### src/rtl/anc_lms_engine.sv
// anc_lms_engine
//   Time-multiplexed FxLMS-style active noise control core. A single
//   multiplier/adder path serves both the FIR filter pass and the LMS
//   coefficient adaptation pass, sequenced by one FSM per sample.
//
// Ports
//   Clk_100M     in   system clock, rising edge
//   ResetN       in   asynchronous reset, active low
//   SampleValid  in   one-cycle strobe qualifying RefIn/MicIn/Mode
//   RefIn        in   reference noise sample x(n), signed DATA_W
//   MicIn        in   error microphone sample, signed DATA_W
//   Mode         in   00 adapt, 01 freeze, 10 bypass, 11 clear
//   Busy         out  high from the cycle after accept through the OutValid cycle
//   OutValid     out  one-cycle strobe qualifying AntiNoise/ErrOut/SatFlag
//   AntiNoise    out  saturated filter output y(n)
//   ErrOut       out  saturated error e(n)
//   SatFlag      out  y or e was clamped for this sample
//   Overrun      out  one-cycle pulse: a sample arrived while Busy and was dropped
module anc_lms_engine #(
  parameter int DATA_W   = 11,
  parameter int COEF_W   = 16,
  parameter int TAPS     = 16,
  parameter int MU_SHIFT = 8,
  parameter int ACC_W    = DATA_W + COEF_W + $clog2(TAPS)
) (
  input  logic                     Clk_100M,
  input  logic                     ResetN,
  input  logic                     SampleValid,
  input  logic signed [DATA_W-1:0] RefIn,
  input  logic signed [DATA_W-1:0] MicIn,
  input  logic [1:0]               Mode,
  output logic                     Busy,
  output logic                     OutValid,
  output logic signed [DATA_W-1:0] AntiNoise,
  output logic signed [DATA_W-1:0] ErrOut,
  output logic                     SatFlag,
  output logic                     Overrun
);

  localparam int IDX_W   = $clog2(TAPS);
  localparam int PROD_W  = DATA_W + COEF_W;
  localparam int E_W     = DATA_W + 1;
  localparam int EPROD_W = 2 * DATA_W;
  localparam int UPD_W   = ((COEF_W > EPROD_W) ? COEF_W : EPROD_W) + 1;

  localparam logic [IDX_W-1:0] LAST_IDX = IDX_W'(TAPS - 1);

  localparam logic signed [DATA_W-1:0] DATA_MAX = {1'b0, {(DATA_W-1){1'b1}}};
  localparam logic signed [DATA_W-1:0] DATA_MIN = {1'b1, {(DATA_W-1){1'b0}}};
  localparam logic signed [COEF_W-1:0] COEF_MAX = {1'b0, {(COEF_W-1){1'b1}}};
  localparam logic signed [COEF_W-1:0] COEF_MIN = {1'b1, {(COEF_W-1){1'b0}}};

  typedef enum logic [2:0] {
    S_IDLE,
    S_SHIFT,
    S_MAC,
    S_ERR,
    S_UPDATE,
    S_DONE
  } state_e;

  typedef enum logic [1:0] {
    MODE_ADAPT  = 2'b00,
    MODE_FREEZE = 2'b01,
    MODE_BYPASS = 2'b10,
    MODE_CLEAR  = 2'b11
  } mode_e;

  state_e                     state_q;
  mode_e                      mode_q;
  logic [IDX_W-1:0]           tapIdx_q;
  logic signed [DATA_W-1:0]   refLat_q;
  logic signed [DATA_W-1:0]   micLat_q;
  logic signed [ACC_W-1:0]    acc_q;
  logic signed [DATA_W-1:0]   y_q;
  logic signed [DATA_W-1:0]   e_q;
  logic                       sat_q;
  logic signed [DATA_W-1:0]   x_q [TAPS];
  logic signed [COEF_W-1:0]   w_q [TAPS];
  logic                       busy_q;
  logic                       outValid_q;
  logic signed [DATA_W-1:0]   antiNoise_q;
  logic signed [DATA_W-1:0]   errOut_q;
  logic                       satFlag_q;
  logic                       overrun_q;

  logic signed [PROD_W-1:0]   macProd;
  logic signed [ACC_W-1:0]    acc_d;
  logic signed [ACC_W-1:0]    accShift;
  logic signed [DATA_W-1:0]   y_d;
  logic signed [E_W-1:0]      eWide;
  logic signed [DATA_W-1:0]   e_d;
  logic                       sat_d;
  logic signed [EPROD_W-1:0]  errProd;
  logic signed [EPROD_W-1:0]  errStep;
  logic signed [UPD_W-1:0]    wSum;
  logic signed [COEF_W-1:0]   w_d;

  // Shared datapath: the MAC term w[k]*x[k] during filtering, and the
  // coefficient step e*x[k] during adaptation, both indexed by tapIdx_q.
  // Operands are sign-extended to the product width so the multiply is
  // exact before accumulation or shifting.
  always_comb begin
    macProd  = PROD_W'(w_q[tapIdx_q]) * PROD_W'(x_q[tapIdx_q]);
    acc_d    = acc_q + ACC_W'(macProd);

    // The accumulator holds y in Q(COEF_W-1); drop the fraction, then clamp.
    accShift = acc_q >>> (COEF_W - 1);
    y_d      = accShift[DATA_W-1:0];
    sat_d    = 1'b0;
    if (accShift > ACC_W'(DATA_MAX)) begin
      y_d   = DATA_MAX;
      sat_d = 1'b1;
    end else if (accShift < ACC_W'(DATA_MIN)) begin
      y_d   = DATA_MIN;
      sat_d = 1'b1;
    end

    // Error uses the already-clamped y, one bit wider so the subtraction
    // cannot wrap before the clamp.
    eWide = E_W'(micLat_q) - E_W'(y_d);
    e_d   = eWide[DATA_W-1:0];
    if (eWide > E_W'(DATA_MAX)) begin
      e_d   = DATA_MAX;
      sat_d = 1'b1;
    end else if (eWide < E_W'(DATA_MIN)) begin
      e_d   = DATA_MIN;
      sat_d = 1'b1;
    end

    errProd = EPROD_W'(e_q) * EPROD_W'(x_q[tapIdx_q]);
    errStep = errProd >>> MU_SHIFT;
    wSum    = UPD_W'(w_q[tapIdx_q]) + UPD_W'(errStep);
    w_d     = wSum[COEF_W-1:0];
    if (wSum > UPD_W'(COEF_MAX)) begin
      w_d = COEF_MAX;
    end else if (wSum < UPD_W'(COEF_MIN)) begin
      w_d = COEF_MIN;
    end
  end

  // Sample sequencer: IDLE -> SHIFT -> MAC -> ERR -> UPDATE -> DONE.
  // Freeze skips UPDATE, bypass skips MAC and UPDATE. Results are published
  // to the output registers on the edge entering DONE so they are valid
  // exactly in the OutValid cycle and then hold until the next sample.
  always_ff @(posedge Clk_100M or negedge ResetN) begin
    if (!ResetN) begin
      state_q     <= S_IDLE;
      mode_q      <= MODE_ADAPT;
      tapIdx_q    <= '0;
      refLat_q    <= '0;
      micLat_q    <= '0;
      acc_q       <= '0;
      y_q         <= '0;
      e_q         <= '0;
      sat_q       <= 1'b0;
      busy_q      <= 1'b0;
      outValid_q  <= 1'b0;
      antiNoise_q <= '0;
      errOut_q    <= '0;
      satFlag_q   <= 1'b0;
      overrun_q   <= 1'b0;
      for (int k = 0; k < TAPS; k++) begin
        x_q[k] <= '0;
        w_q[k] <= '0;
      end
    end else begin
      outValid_q <= 1'b0;
      // Any strobe outside IDLE (including the DONE cycle) is dropped.
      overrun_q  <= SampleValid && (state_q != S_IDLE);

      case (state_q)
        S_IDLE: begin
          if (SampleValid) begin
            refLat_q <= RefIn;
            micLat_q <= MicIn;
            mode_q   <= mode_e'(Mode);
            busy_q   <= 1'b1;
            state_q  <= S_SHIFT;
          end
        end

        S_SHIFT: begin
          for (int k = TAPS - 1; k > 0; k--) begin
            x_q[k] <= x_q[k-1];
          end
          x_q[0]   <= refLat_q;
          acc_q    <= '0;
          tapIdx_q <= '0;
          state_q  <= (mode_q == MODE_BYPASS) ? S_ERR : S_MAC;
        end

        S_MAC: begin
          acc_q <= acc_d;
          if (tapIdx_q == LAST_IDX) begin
            tapIdx_q <= '0;
            state_q  <= S_ERR;
          end else begin
            tapIdx_q <= tapIdx_q + IDX_W'(1);
          end
        end

        S_ERR: begin
          y_q      <= y_d;
          e_q      <= e_d;
          sat_q    <= sat_d;
          tapIdx_q <= '0;
          if (mode_q == MODE_ADAPT || mode_q == MODE_CLEAR) begin
            state_q <= S_UPDATE;
          end else begin
            antiNoise_q <= y_d;
            errOut_q    <= e_d;
            satFlag_q   <= sat_d;
            outValid_q  <= 1'b1;
            state_q     <= S_DONE;
          end
        end

        S_UPDATE: begin
          // Clear wipes both coefficients and history; y/e were already
          // captured in ERR so the outputs reflect the pre-clear filter.
          if (mode_q == MODE_CLEAR) begin
            w_q[tapIdx_q] <= '0;
            x_q[tapIdx_q] <= '0;
          end else begin
            w_q[tapIdx_q] <= w_d;
          end
          if (tapIdx_q == LAST_IDX) begin
            tapIdx_q    <= '0;
            antiNoise_q <= y_q;
            errOut_q    <= e_q;
            satFlag_q   <= sat_q;
            outValid_q  <= 1'b1;
            state_q     <= S_DONE;
          end else begin
            tapIdx_q <= tapIdx_q + IDX_W'(1);
          end
        end

        S_DONE: begin
          busy_q  <= 1'b0;
          state_q <= S_IDLE;
        end

        default: begin
          busy_q  <= 1'b0;
          state_q <= S_IDLE;
        end
      endcase
    end
  end

  assign Busy      = busy_q;
  assign OutValid  = outValid_q;
  assign AntiNoise = antiNoise_q;
  assign ErrOut    = errOut_q;
  assign SatFlag   = satFlag_q;
  assign Overrun   = overrun_q;

endmodule

### config.mk
export PLATFORM = sky130hd
export DESIGN_NAME = anc_lms_engine
export DESIGN_NICKNAME = d
export VERILOG_FILES = /design/src/rtl/anc_lms_engine.sv
export SDC_FILE = /design/constraint.sdc
export NUM_CORES = 2
export LEC_CHECK = 0
export CAP_MARGIN = 30
export CORE_UTILIZATION = 64
export DETAILED_ROUTE_END_ITERATION = 7
export PLACE_DENSITY = 0.89
export SETUP_SLACK_MARGIN = 0.02
export SKIP_CTS_REPAIR_TIMING = 1
export SYNTH_ARGS = -nofsm -noshare
export SYNTH_HDL_FRONTEND = slang
export SYNTH_SLANG_ARGS = --single-unit
### constraint.sdc
create_clock -name Clk_100M -period 12.1 [get_ports Clk_100M]
set_clock_uncertainty 0.1 [all_clocks]
set_input_delay 1.815 -clock Clk_100M [delete_from_list [all_inputs] [get_ports Clk_100M]]
set_output_delay 1.815 -clock Clk_100M [all_outputs]
set_load 0.01 [all_outputs]
==> impl_summary.txt <==
----------------------------------------------------
[Worst setup path]
  Critical path class ... reg2reg
  Max Fanout on Critical Path ... 52
  Slowest cell delay on critical path ... about 1.1 ns
  Required arrival time at the worst endpoint ... 12.48 ns
  Kind of end point of the critical path ... register
  Critical path startpoint category ... register
  Worst-path cell with the longest stage delay ... dfrtp_4
  Data arrival time of the worst path ... 10.92 ns

[Synth]
  Sequential share of the synthesized area ... around 37%
  Net count after synthesis ... 4020
  Number of flops mapped to enable cells by yosys ... 0
  Synth warn ... 0
  Largest cells by area after synthesis ... dfrtp_1 (37%), fa_1 (18%), mux4_2 (8.1%), nand2_1 (5.5%), ha_1 (5.2%)
  Summed instance area of the synthesized netlist ... about 37000 sq um
  Most frequent cells after synthesis ... nand2_1 (546), dfrtp_1 (543), inv_1 (441)
  Dominant cell type by area after synthesis ... dfrtp_1
  Mean instance size in the synthesized netlist ... roughly 11 sq um
  Cells after synthesis ... 3514
  Number of library cell types mapped by synthesis ... 66
  Fraction of synthesized cell area taken by the top area cell type ... a little under two fifths
  Cell with the most instances after synthesis ... nand2_1
  FFs w/ async S/R, synth ... 100.0%
  Synth Register Bits ... 543
  Top_reg_cell synth ... dfrtp_1

[Routing]
  Drt pass-1 iters ... 8
  Remaining DRCs ... 0
  Met3 routed WL ... about 11000 microns
  Highest routed metal layer ... met5
  Vias post-DR ... roughly 28000
  DRT met1 WL ... 36230 microns
  Routed wire length ... 100000 microns
  WL met2 ... 47160 microns
  Post-DRT Antenna Nets ... 0
  DRC violation total after the first TritonRoute iteration ... 2844
  Wirelength per Cell ... ~24 microns
  Vias per cell ... around 6.6

[Floorplanning]
  Number of I/O pins ... 53
  Area of the core region ... approximately 57000 sq um
  Horiz. Die Dim ... around 240 microns
  Vertical extent of the die ... 242.6 microns
  Starting density of the core ... between 60% and 70%
  Die Area ... around 60000 sq um
  Number of rows created at floorplan ... 87

[Cells and area]
  Count of filler cells inserted in the layout ... between 3000 and 4000
  Layout cells sized above 1 ... ~9.2%
  Count of inserted antenna diode cells ... 0
  Sequential cell area ... around 14000 sq um
  # nets final ... 3949
  Area growth syn-to-layout ... 7.636%
  Multi-input gate area in the final layout ... between 20000 and 25000 sq um

[Global route]
  Initial antenna violation count ... 2
  Maximum number of pins on one net before global-route repair ... 151
  Via count of the first global-routing pass ... 29550
  Remaining Overflow, GRT ... 0
  First-pass GRT wire length ... 161700 microns
  Total track usage ... 35.23%

[Timing]
  Time the final worst path needs with I/O delays and setup ... approximately 11 ns
  Setup violators final ... 0
  Number of max-slew violations in the final report ... 0
  Share of the clock period used by the worst path ... between 80% and 90%
  RSZ-0062 raised after global routing ... false
  Setup TNS ... 0 ns
  Final Hold Viols ... 0
  Top achievable clock speed ... 94.87 MHz
  Transition time of the tightest slew-check pin ... 1.017 ns
  Max-Slew Margin vs Limit ... 32.19%

[Min path]
  Hold Crit Class ... reg2reg

[Flow run]
  Max-cap check violation count ... 0

[CTS]
  Clock-pin transition on the worst setup and hold timing paths ... 0.06 ns
  Clock tree root driver cell ... clkbuf_16
  Sink Count ... 543
  Worst skew pair latency ... 0.65 ns
  Inserted Clock Buffers ... 53
  Deepest clock path buffer count ... 3
  CTS tree ... yes
  Number of levels the H-tree was split into ... 2

[Placement]
  Routability congestion estimate ... about 0.9
  Estimated wirelength of the detail-placed design ... roughly 65000 microns
  Count of port buffers added during placement ... 52

[Status]
  Outcome ... complete, no violations

----------------------------------------------------
[path summary, 6_finish.rpt]
check / endpoint / cells after the start / slack (ns) / from
worst min-delay path: w_q[146] / 2 / 0.38 / w_q[146]
worst max register to register: w_q[101] / 28 / 1.56 / tapIdx_q[0]
min in group asynchronous: ErrOut[7] / 1 / 1.07 / ResetN
worst max-delay path: w_q[101] / 28 / 1.56 / tapIdx_q[0]
worst min register to register: w_q[146] / 2 / 0.38 / w_q[146]
max in group asynchronous: w_q[139] / 3 / 8.69 / ResetN
[critical path: cells and delay by family, from the launching register on]
kind	cells	cell delay (ns)
flops	1	1.08
mux	3	1.75
fa+ha+maj	7	2.95
xor+xnor	1	0.28
compound gates	11	3.45
buf+inv	4	0.43
simple gates	2	0.28
[placed cells by master (no fill, tap or decap), drive strengths merged, types with 10 or more instances in the layout]
master and instances:
a21o 33, a21oi 81, a22o 179, a31oi 10, and2 100, and3 18, buf 44, clkbuf 71
clkdlybuf4s50 51, clkinv 10, dfrtp 543, fa 324, ha 155, inv 445, mux2 23, mux4 134
nand2 546, nand2b 23, nand3 19, nor2 75, nor2b 15, nor3 22, o21ai 359, o21bai 10
o22ai 22, xnor2 43, xor2 24
[routing by layer]
layer | vias to the layer above | global-route usage [%]
met4 | 2 | 18.37
met5 | - | 0
met2 | 1812 | 55.86
li1 | 11550 | -
met3 | 439 | 8.381
met1 | 14030 | 45.55
[flip-flops by register name (all words and copies together) (netlist names), 2 cells and up]
name       flops
y_q           11
acc_q         31
micLat_q      11
state_q        3
ErrOut        11
mode_q         2
w_q          256
AntiNoise     11
tapIdx_q       4
e_q           11
refLat_q      11
x_q          176
[per-stage QoR]
| step | utilization (%) | cell area, sq um | setup slack, ns | cells | hold slack [ns] |
|---|---|---|---|---|---|
| 2_1_floorplan | - | 37050 | 3.334 | 3514 | 0.3446 |
| 3_3_place_gp | 66.70 | 37900 | 1.900 | 4134 | 0.3560 |
| 3_5_place_dp | 66.88 | 38000 | 1.649 | 4142 | 0.3645 |
| 4_1_cts | 70.11 | 39840 | 1.586 | 4237 | 0.3787 |
| 5_1_grt | 70.17 | 39870 | 1.000 | 4239 | 0.3970 |
| 6_report | 70.17 | 39870 | 1.560 | 4239 | 0.3753 |
[area by class of cell]
class | count | share of cell area, %
multi-input cells | 2307 | 52.44
flip-flops and latches | 543 | 34.10
clock inverters | 24 | 0.8347
well taps | 756 | 2.372
repair buffers | 95 | 2.313
inverters | 443 | 4.170
clock buffers | 71 | 3.772
[cells by family (layout without fill, tap and decap cells)]
family	after synthesis	count (layout)	synth area share [%]
buf+inv	664	633	6.934
flops	543	543	36.68
compound gates	752	752	13.08
fa+ha+maj	479	479	22.74
xor+xnor	67	67	1.584
simple gates	849	849	10.05
mux	160	160	8.927
Power is not shown: default switching activity piles up to over one toggle a cycle in this logic, so the estimate is an artifact.
